`src/rtl/apb_master.sv`:
```
// APB requester: accepts one valid/ready command, runs the APB SETUP/ACCESS phases
// and returns read data plus an error flag (pslverr or ACCESS timeout).
module apb_master #(
  parameter int ADDR_W  = 32,
  parameter int DATA_W  = 32,
  parameter int TIMEOUT = 16
) (
  input  logic              pclk,
  input  logic              preset,
  input  logic              cmd_valid,
  output logic              cmd_ready,
  input  logic              cmd_write,
  input  logic [ADDR_W-1:0] cmd_addr,
  input  logic [DATA_W-1:0] cmd_wdata,
  output logic              rsp_valid,
  input  logic              rsp_ready,
  output logic [DATA_W-1:0] rsp_rdata,
  output logic              rsp_err,
  output logic              psel,
  output logic              penable,
  output logic              pwrite,
  output logic [ADDR_W-1:0] paddr,
  output logic [DATA_W-1:0] pwdata,
  input  logic [DATA_W-1:0] prdata,
  input  logic              pready,
  input  logic              pslverr
);

  typedef enum logic [1:0] {IDLE, SETUP, ACCESS, RESP} state_t;

  // A 1-bit counter is kept when TIMEOUT is 0 so the vector never collapses to zero width.
  localparam int CNT_W = (TIMEOUT > 0) ? $clog2(TIMEOUT + 1) : 1;

  state_t              state, state_n;
  logic [CNT_W-1:0]    cnt, cnt_n;
  logic [CNT_W:0]      cnt_inc;
  logic                psel_n, penable_n, pwrite_n;
  logic [ADDR_W-1:0]   paddr_n;
  logic [DATA_W-1:0]   pwdata_n;
  logic                rsp_valid_n, rsp_err_n;
  logic [DATA_W-1:0]   rsp_rdata_n;

  assign cmd_ready = (state == IDLE);
  assign cnt_inc   = {1'b0, cnt} + 1'b1;

  always_ff @(posedge pclk or posedge preset) begin
    if (preset) begin
      state     <= IDLE;
      cnt       <= '0;
      psel      <= 1'b0;
      penable   <= 1'b0;
      pwrite    <= 1'b0;
      paddr     <= '0;
      pwdata    <= '0;
      rsp_valid <= 1'b0;
      rsp_rdata <= '0;
      rsp_err   <= 1'b0;
    end else begin
      state     <= state_n;
      cnt       <= cnt_n;
      psel      <= psel_n;
      penable   <= penable_n;
      pwrite    <= pwrite_n;
      paddr     <= paddr_n;
      pwdata    <= pwdata_n;
      rsp_valid <= rsp_valid_n;
      rsp_rdata <= rsp_rdata_n;
      rsp_err   <= rsp_err_n;
    end
  end

  always_comb begin
    state_n     = state;
    cnt_n       = cnt;
    psel_n      = psel;
    penable_n   = penable;
    pwrite_n    = pwrite;
    paddr_n     = paddr;
    pwdata_n    = pwdata;
    rsp_valid_n = rsp_valid;
    rsp_rdata_n = rsp_rdata;
    rsp_err_n   = rsp_err;

    case (state)
      IDLE: begin
        if (cmd_valid) begin
          pwrite_n  = cmd_write;
          paddr_n   = cmd_addr;
          pwdata_n  = cmd_write ? cmd_wdata : '0;
          psel_n    = 1'b1;
          penable_n = 1'b0;
          state_n   = SETUP;
        end
      end

      SETUP: begin
        penable_n = 1'b1;
        cnt_n     = '0;
        state_n   = ACCESS;
      end

      ACCESS: begin
        if (pready) begin
          rsp_err_n   = pslverr;
          rsp_rdata_n = (!pwrite && !pslverr) ? prdata : '0;
          psel_n      = 1'b0;
          penable_n   = 1'b0;
          rsp_valid_n = 1'b1;
          state_n     = RESP;
        end else begin
          cnt_n = (cnt == '1) ? cnt : cnt_inc[CNT_W-1:0];
          // cnt_inc equals the number of ACCESS cycles spent so far including this one.
          if ((TIMEOUT != 0) && (cnt_inc == (CNT_W + 1)'(TIMEOUT))) begin
            rsp_err_n   = 1'b1;
            rsp_rdata_n = '0;
            psel_n      = 1'b0;
            penable_n   = 1'b0;
            rsp_valid_n = 1'b1;
            state_n     = RESP;
          end
        end
      end

      RESP: begin
        if (rsp_ready) begin
          rsp_valid_n = 1'b0;
          state_n     = IDLE;
        end
      end

      default: state_n = IDLE;
    endcase
  end

endmodule

```
`config.mk`:
```
export PLATFORM = sky130hd
export DESIGN_NAME = apb_master
export DESIGN_NICKNAME = d
export VERILOG_FILES = /design/src/rtl/apb_master.sv
export SDC_FILE = /design/constraint.sdc
export NUM_CORES = 1
export LEC_CHECK = 0
export CAP_MARGIN = 25
export CORE_MARGIN = 5
export CORE_UTILIZATION = 44
export CTS_CLUSTER_DIAMETER = 50
export CTS_CLUSTER_SIZE = 25
export DETAILED_ROUTE_END_ITERATION = 12
export PLACE_DENSITY = 0.88
export SLEW_MARGIN = 20
export SYNTH_ARGS = -nofsm -noshare
export SYNTH_HDL_FRONTEND = slang
export SYNTH_SLANG_ARGS = --single-unit
```
`constraint.sdc`:
```
create_clock -name pclk -period 9.5 [get_ports pclk]
set_input_delay 1.425 -clock pclk [delete_from_list [all_inputs] [get_ports pclk]]
set_output_delay 1.425 -clock pclk [all_outputs]
set_load 0.02 [all_outputs]
```
* Word-level counts from Yosys, hierarchy flattened *
Cells that the tools add are included.

cells by class
  $add $sub $neg = 1
  equality and inequality tests = 10
  reductions and logical operators = 16
  mux-type cells = 23

operators by type and width
  cell                   count
  $mux W32               4
  $reduce_and A3 Y1      5
  $mux W5                2
  $pmux W5 S2            1
  $mux W1                8
  $mux W2                4
  $ne A2 B2 Y1 const B   4
  $pmux W2 S4            1
  $reduce_bool A2 Y1     4
  $add A5 B1 Y6 const B  1
  $eq A6 B5 Y1 const B   1
  $eq A5 B5 Y1 const B   1
  $eq A2 B2 Y1 const B   2
  $pmux W1 S2            2
  $reduce_and A2 Y1      2
  $ne A3 B3 Y1 const B   1
  $pmux W1 S3            1
  $reduce_bool A3 Y1     1
  $eq A2 B1 Y1 const B   1
  $logic_not A1 Y1       2
  $logic_not A2 Y1       1
  $logic_and A1 B1 Y1    1

word-level totals
  input bits = 103
  logic and storage cells = 60
  register bits = 108
  output and inout bits = 102

* Longest topological paths before layout *
  word-level depth = 5
  depth in mapped cells = 7
  gate-level depth less buffers = 7

* Worst setup path after synthesis *
No wires, ideal clock.

  kind = input -> register
  start = in cmd_valid
  end = reg paddr[10]
  cell stages on the path = 3
  path slack = 7.105 ns
  arrival = 2.270 ns
  library setup time = 0.125 ns
  required time = 9.375 ns
  cell sequence = nand2_1 -> buf_1 -> mux2_2

on the way
  longest elaborated chain between the ends = 1

ends and longest elaborated chain
  element                             RTL line  source
  start, declared                     10        input logic cmd_valid,
  $reduce_and A2 Y1 (no source line)  --
  end signal, assigned                64        paddr <= paddr_n;
  end, declared                       22        output logic [ADDR_W-1:0] paddr,

No other way between the ends.
A chain may end at the register's enable or synchronous reset.

* Worst setup path in the final report *
  start = reg state[0]
  end = out cmd_ready

on the way
  longest elaborated chain between the ends = 1

ends and longest elaborated chain
  element                 RTL line  source
  start, declared         34        state_t state, state_n;
  start signal, assigned  59        state <= state_n;
  $logic_not A2 Y1        43        assign cmd_ready = (state == IDLE);
  end, declared           11        output logic cmd_ready,

No other way between the ends.

==> run_results.csv <==
group,metric,value,unit
critical_path,reg2regPathDepth,7,
finish,drive_above_1_share,10.81,%
logic_synthesis,syn_inst,345,
clocking,cts_max_level,3,
critical_path,path_max_fanout,5,
clocking,cts.sinks,108,
critical_path,crit_type,"flip-flop to primary output",
floorplanning,die_w,107.9,µm
critical_path,critPathLaunchType,"flip-flop",
routing,firstDrtPassIters,4,
critical_path,worstReg2RegEnd,"rsp_rdata[8]$_DFFE_PP0P_",
clocking,hold_buffers,0,
routing,wl,11.70,mm
sta,grt_setup_unrepaired,"false",
routing,ant_nets,0,
clocking,cts_buffer_depth,2,
floorplanning,core,0.009284,mm²
pwr,swShare,36.09,%
hold_path,hold_path_end,"pwdata[15]$_DFFE_PP0P_",
floorplanning,die_y,107.9,µm
critical_path,arrival,1.83,ns
finish,antenna_cells,0,
logic_synthesis,synth-edff-count,0,
logic_synthesis,synth_most_common_cell,"dfrtp_1",
routing,dr.first_iter.drc_count,160,
clocking,cts_resized,0,
global_routing,grt_util_all_layers,20.25,%
pwr,power.share.combinational,47.6,%
pwr,p_per_area,312.3,mW/mm²
logic_synthesis,synth_nets,454,
hold_path,hold_depth,2,
place,dpl.hpwl,8.835,mm
logic_synthesis,synth_top_cell_area_share,64.08,%
logic_synthesis,async_reset_ff_share,100.0,%
outcome,status,"completed",
global_routing,grt_pass1_vias,3562,
hold_path,hold_start,"pwdata[15]$_DFFE_PP0P_",
clocking,cts_tree,"done",
critical_path,crit_required,8.08,ns
sta,fin_crit,3.258,ns
sta,skew,0.01333,ns
logic_synthesis,yosysTopAreaCell,"dfrtp_1",
logic_synthesis,yosysSeqAreaShare,64.08,%
logic_synthesis,synth_area_leaders,"dfrtp_1, mux2_2, a22o_1",
clocking,cts.clk_slew.worst_paths,0.10,ns
finish,final_util,71.52,%
logic_synthesis,ys_warn_count,0,
floorplanning,rows,35,
clocking,cts_root_buffer,"clkbuf_8",
clocking,clk_latency,0.36,ns
routing,num_vias,3409,
flow_run,maxCapViolations,0,
place,portBuffers,204,
finish,nFillCells,690,
sta,fin_crit_sh,34.29,%
finish,syn_to_final_growth,57.43,%
global_routing,grt_max_degree,98,
place,gp_congestion,0.7869,
sta,fmax,307.0,MHz
sta,setup_viol,0,
critical_path,reg2reg_slack,7.17,ns
global_routing,antenna_found_initial,0,
pwr,p_leak,2.906,nW
clocking,cts_buffers,9,
pwr,power_frac_seq,36.6,%
routing,avgRoutedWirePerCell,17.33,µm
routing,vias_per_cell,5.050,
critical_path,end_kind,"primary output",
sta,relSlewSlack,36.65,%
pwr,intPower,0.001325,W
logic_synthesis,synthTopCellsByCount,"dfrtp_1, nand2_1, o21ai_0",
logic_synthesis,synth_cell_types,29,
global_routing,grt_pass1_wl,18.54,mm
critical_path,reg2reg_from,"cnt[0]$_DFFE_PP0P_",
routing,drc_errors,0,
pwr,vdd_drop_max,170.4,µV
logic_synthesis,syn_area_per_cell,12.23,µm²
pwr,share_clk_of_total_power,15.8,%
global_routing,grt_overflow,0,
logic_synthesis,synth_area,0.004218,mm²
sta,fin_tns_setup,0,ns
floorplanning,dieArea,0.01164,mm²
finish,fin_nets,652,
hold_path,worstHoldPathType,"flip-flop to flip-flop",
logic_synthesis,ys_ff_latch,108,
sta,slew_viol_final,0,
clocking,postCtsSetupRepairBufs,0,
floorplanning,io_pins,205,
pwr,p_switching,0.0007485,W
floorplanning,start_util,45.43,%
sta,report.final.hold_viol_count,0,
sta,tightest_slew,0.9502,ns
logic_synthesis,synth_flop_cell,"dfrtp_1",
==> flip-flops by register name (all words and copies together) (netlist names) <==
signal     cells
paddr         32
pwdata        32
rsp_rdata     32
cnt            5
state          2
penable        1
psel           1
pwrite         1
rsp_err        1
rsp_valid      1
==> per-layer routing <==
layer | GRT usage, % | routed length, µm
met3 | 6.119 | 1065
met5 | 0 | 0
met2 | 32.55 | 5601
met1 | 26.26 | 4731
met4 | 6.763 | 296
==> area by class of cell <==
cell class	count	area, µm²	share of cell area, %
sequential	108	2703	40.70
inverter	4	17.52	0.2638
timing repair buffer	208	2092	31.51
clock inverter	4	98.84	1.489
clock buffer	10	137.6	2.073
tap	129	161.4	2.431
multi-input combinational	212	1430	21.54
==> cells in the final DEF, fill, tap and decap left out, types with 2 or more instances in the layout <==
cell / synthesis / final
clkbuf_8: 0 / 10
bufinv_16: 0 / 3
buf_4: 0 / 3
nor2b_1: 2 / 2
inv_1: 4 / 3
nand3_1: 2 / 2
clkdlybuf4s50_1: 0 / 204
ha_1: 6 / 6
mux2_1: 2 / 2
mux2_2: 33 / 33
nor2_1: 5 / 5
o21ai_0: 39 / 39
a21oi_1: 3 / 3
nand2_1: 72 / 71
dfrtp_1: 108 / 108
mux2i_1: 2 / 2
a22o_1: 32 / 32
==> logic make-up after synthesis <==
group	share of synthesized area [%]
and+or+nand+nor	8.217
muxes	9.819
AOI/OAI and AO/OA	13.79
DFF	64.08
buffers and inverters	2.314
adders and majority gates	1.780
==> through the flow <==
step / cell area [µm²] / instances / power [W] / setup WS (ns) / hold slack (ns)
2_1_floorplan: 4218 / 345 / 0.001254 / 5.229 / 0.4722
3_5_place_dp: 6376 / 660 / 0.001760 / 6.215 / 0.4702
6_report: 6640 / 675 / 0.002074 / 6.242 / 0.4871
5_1_grt: 6640 / 675 / 0.002198 / 6.166 / 0.5188
3_3_place_gp: 6376 / 660 / 0.001722 / 6.289 / 0.4616
4_1_cts: 6613 / 674 / 0.002092 / 6.217 / 0.4929
==> power by group through the flow <==
stage | Combinational, W | Clock, W | Sequential (W)
global route | 0.00106 | 0.000356 | 0.000785
detailed placement | 0.000992 | 0 | 0.000767
CTS | 0.000995 | 0.000336 | 0.000761
finish | 0.000988 | 0.000327 | 0.000759
global placement | 0.000966 | 0 | 0.000756
floorplan | 0.000282 | 0 | 0.000971
==> critical path, cell delays in order, from the launching register on <==
cell and delay, ns:
dfrtp_1 0.43, inv_1 0.10, ha_1 0.30, clkdlybuf4s50_1 0.66
==> worst max-delay path by stage <==
stage / from / endpoint / slack (ns) / cells past startpoint
after floorplan: preset / cnt[0]$_DFFE_PP0P_ / 5.23 / 1
after global placement: pready / rsp_rdata[6]$_DFFE_PP0P_ / 6.29 / 4
after detailed placement: pready / rsp_rdata[21]$_DFFE_PP0P_ / 6.22 / 4
after CTS: state[0]$_DFFE_PP0P_ / cmd_ready / 6.22 / 3
after global routing: state[1]$_DFFE_PP0P_ / cmd_ready / 6.17 / 3
final: state[0]$_DFFE_PP0P_ / cmd_ready / 6.24 / 3
(Power assumes the default switching activity.)
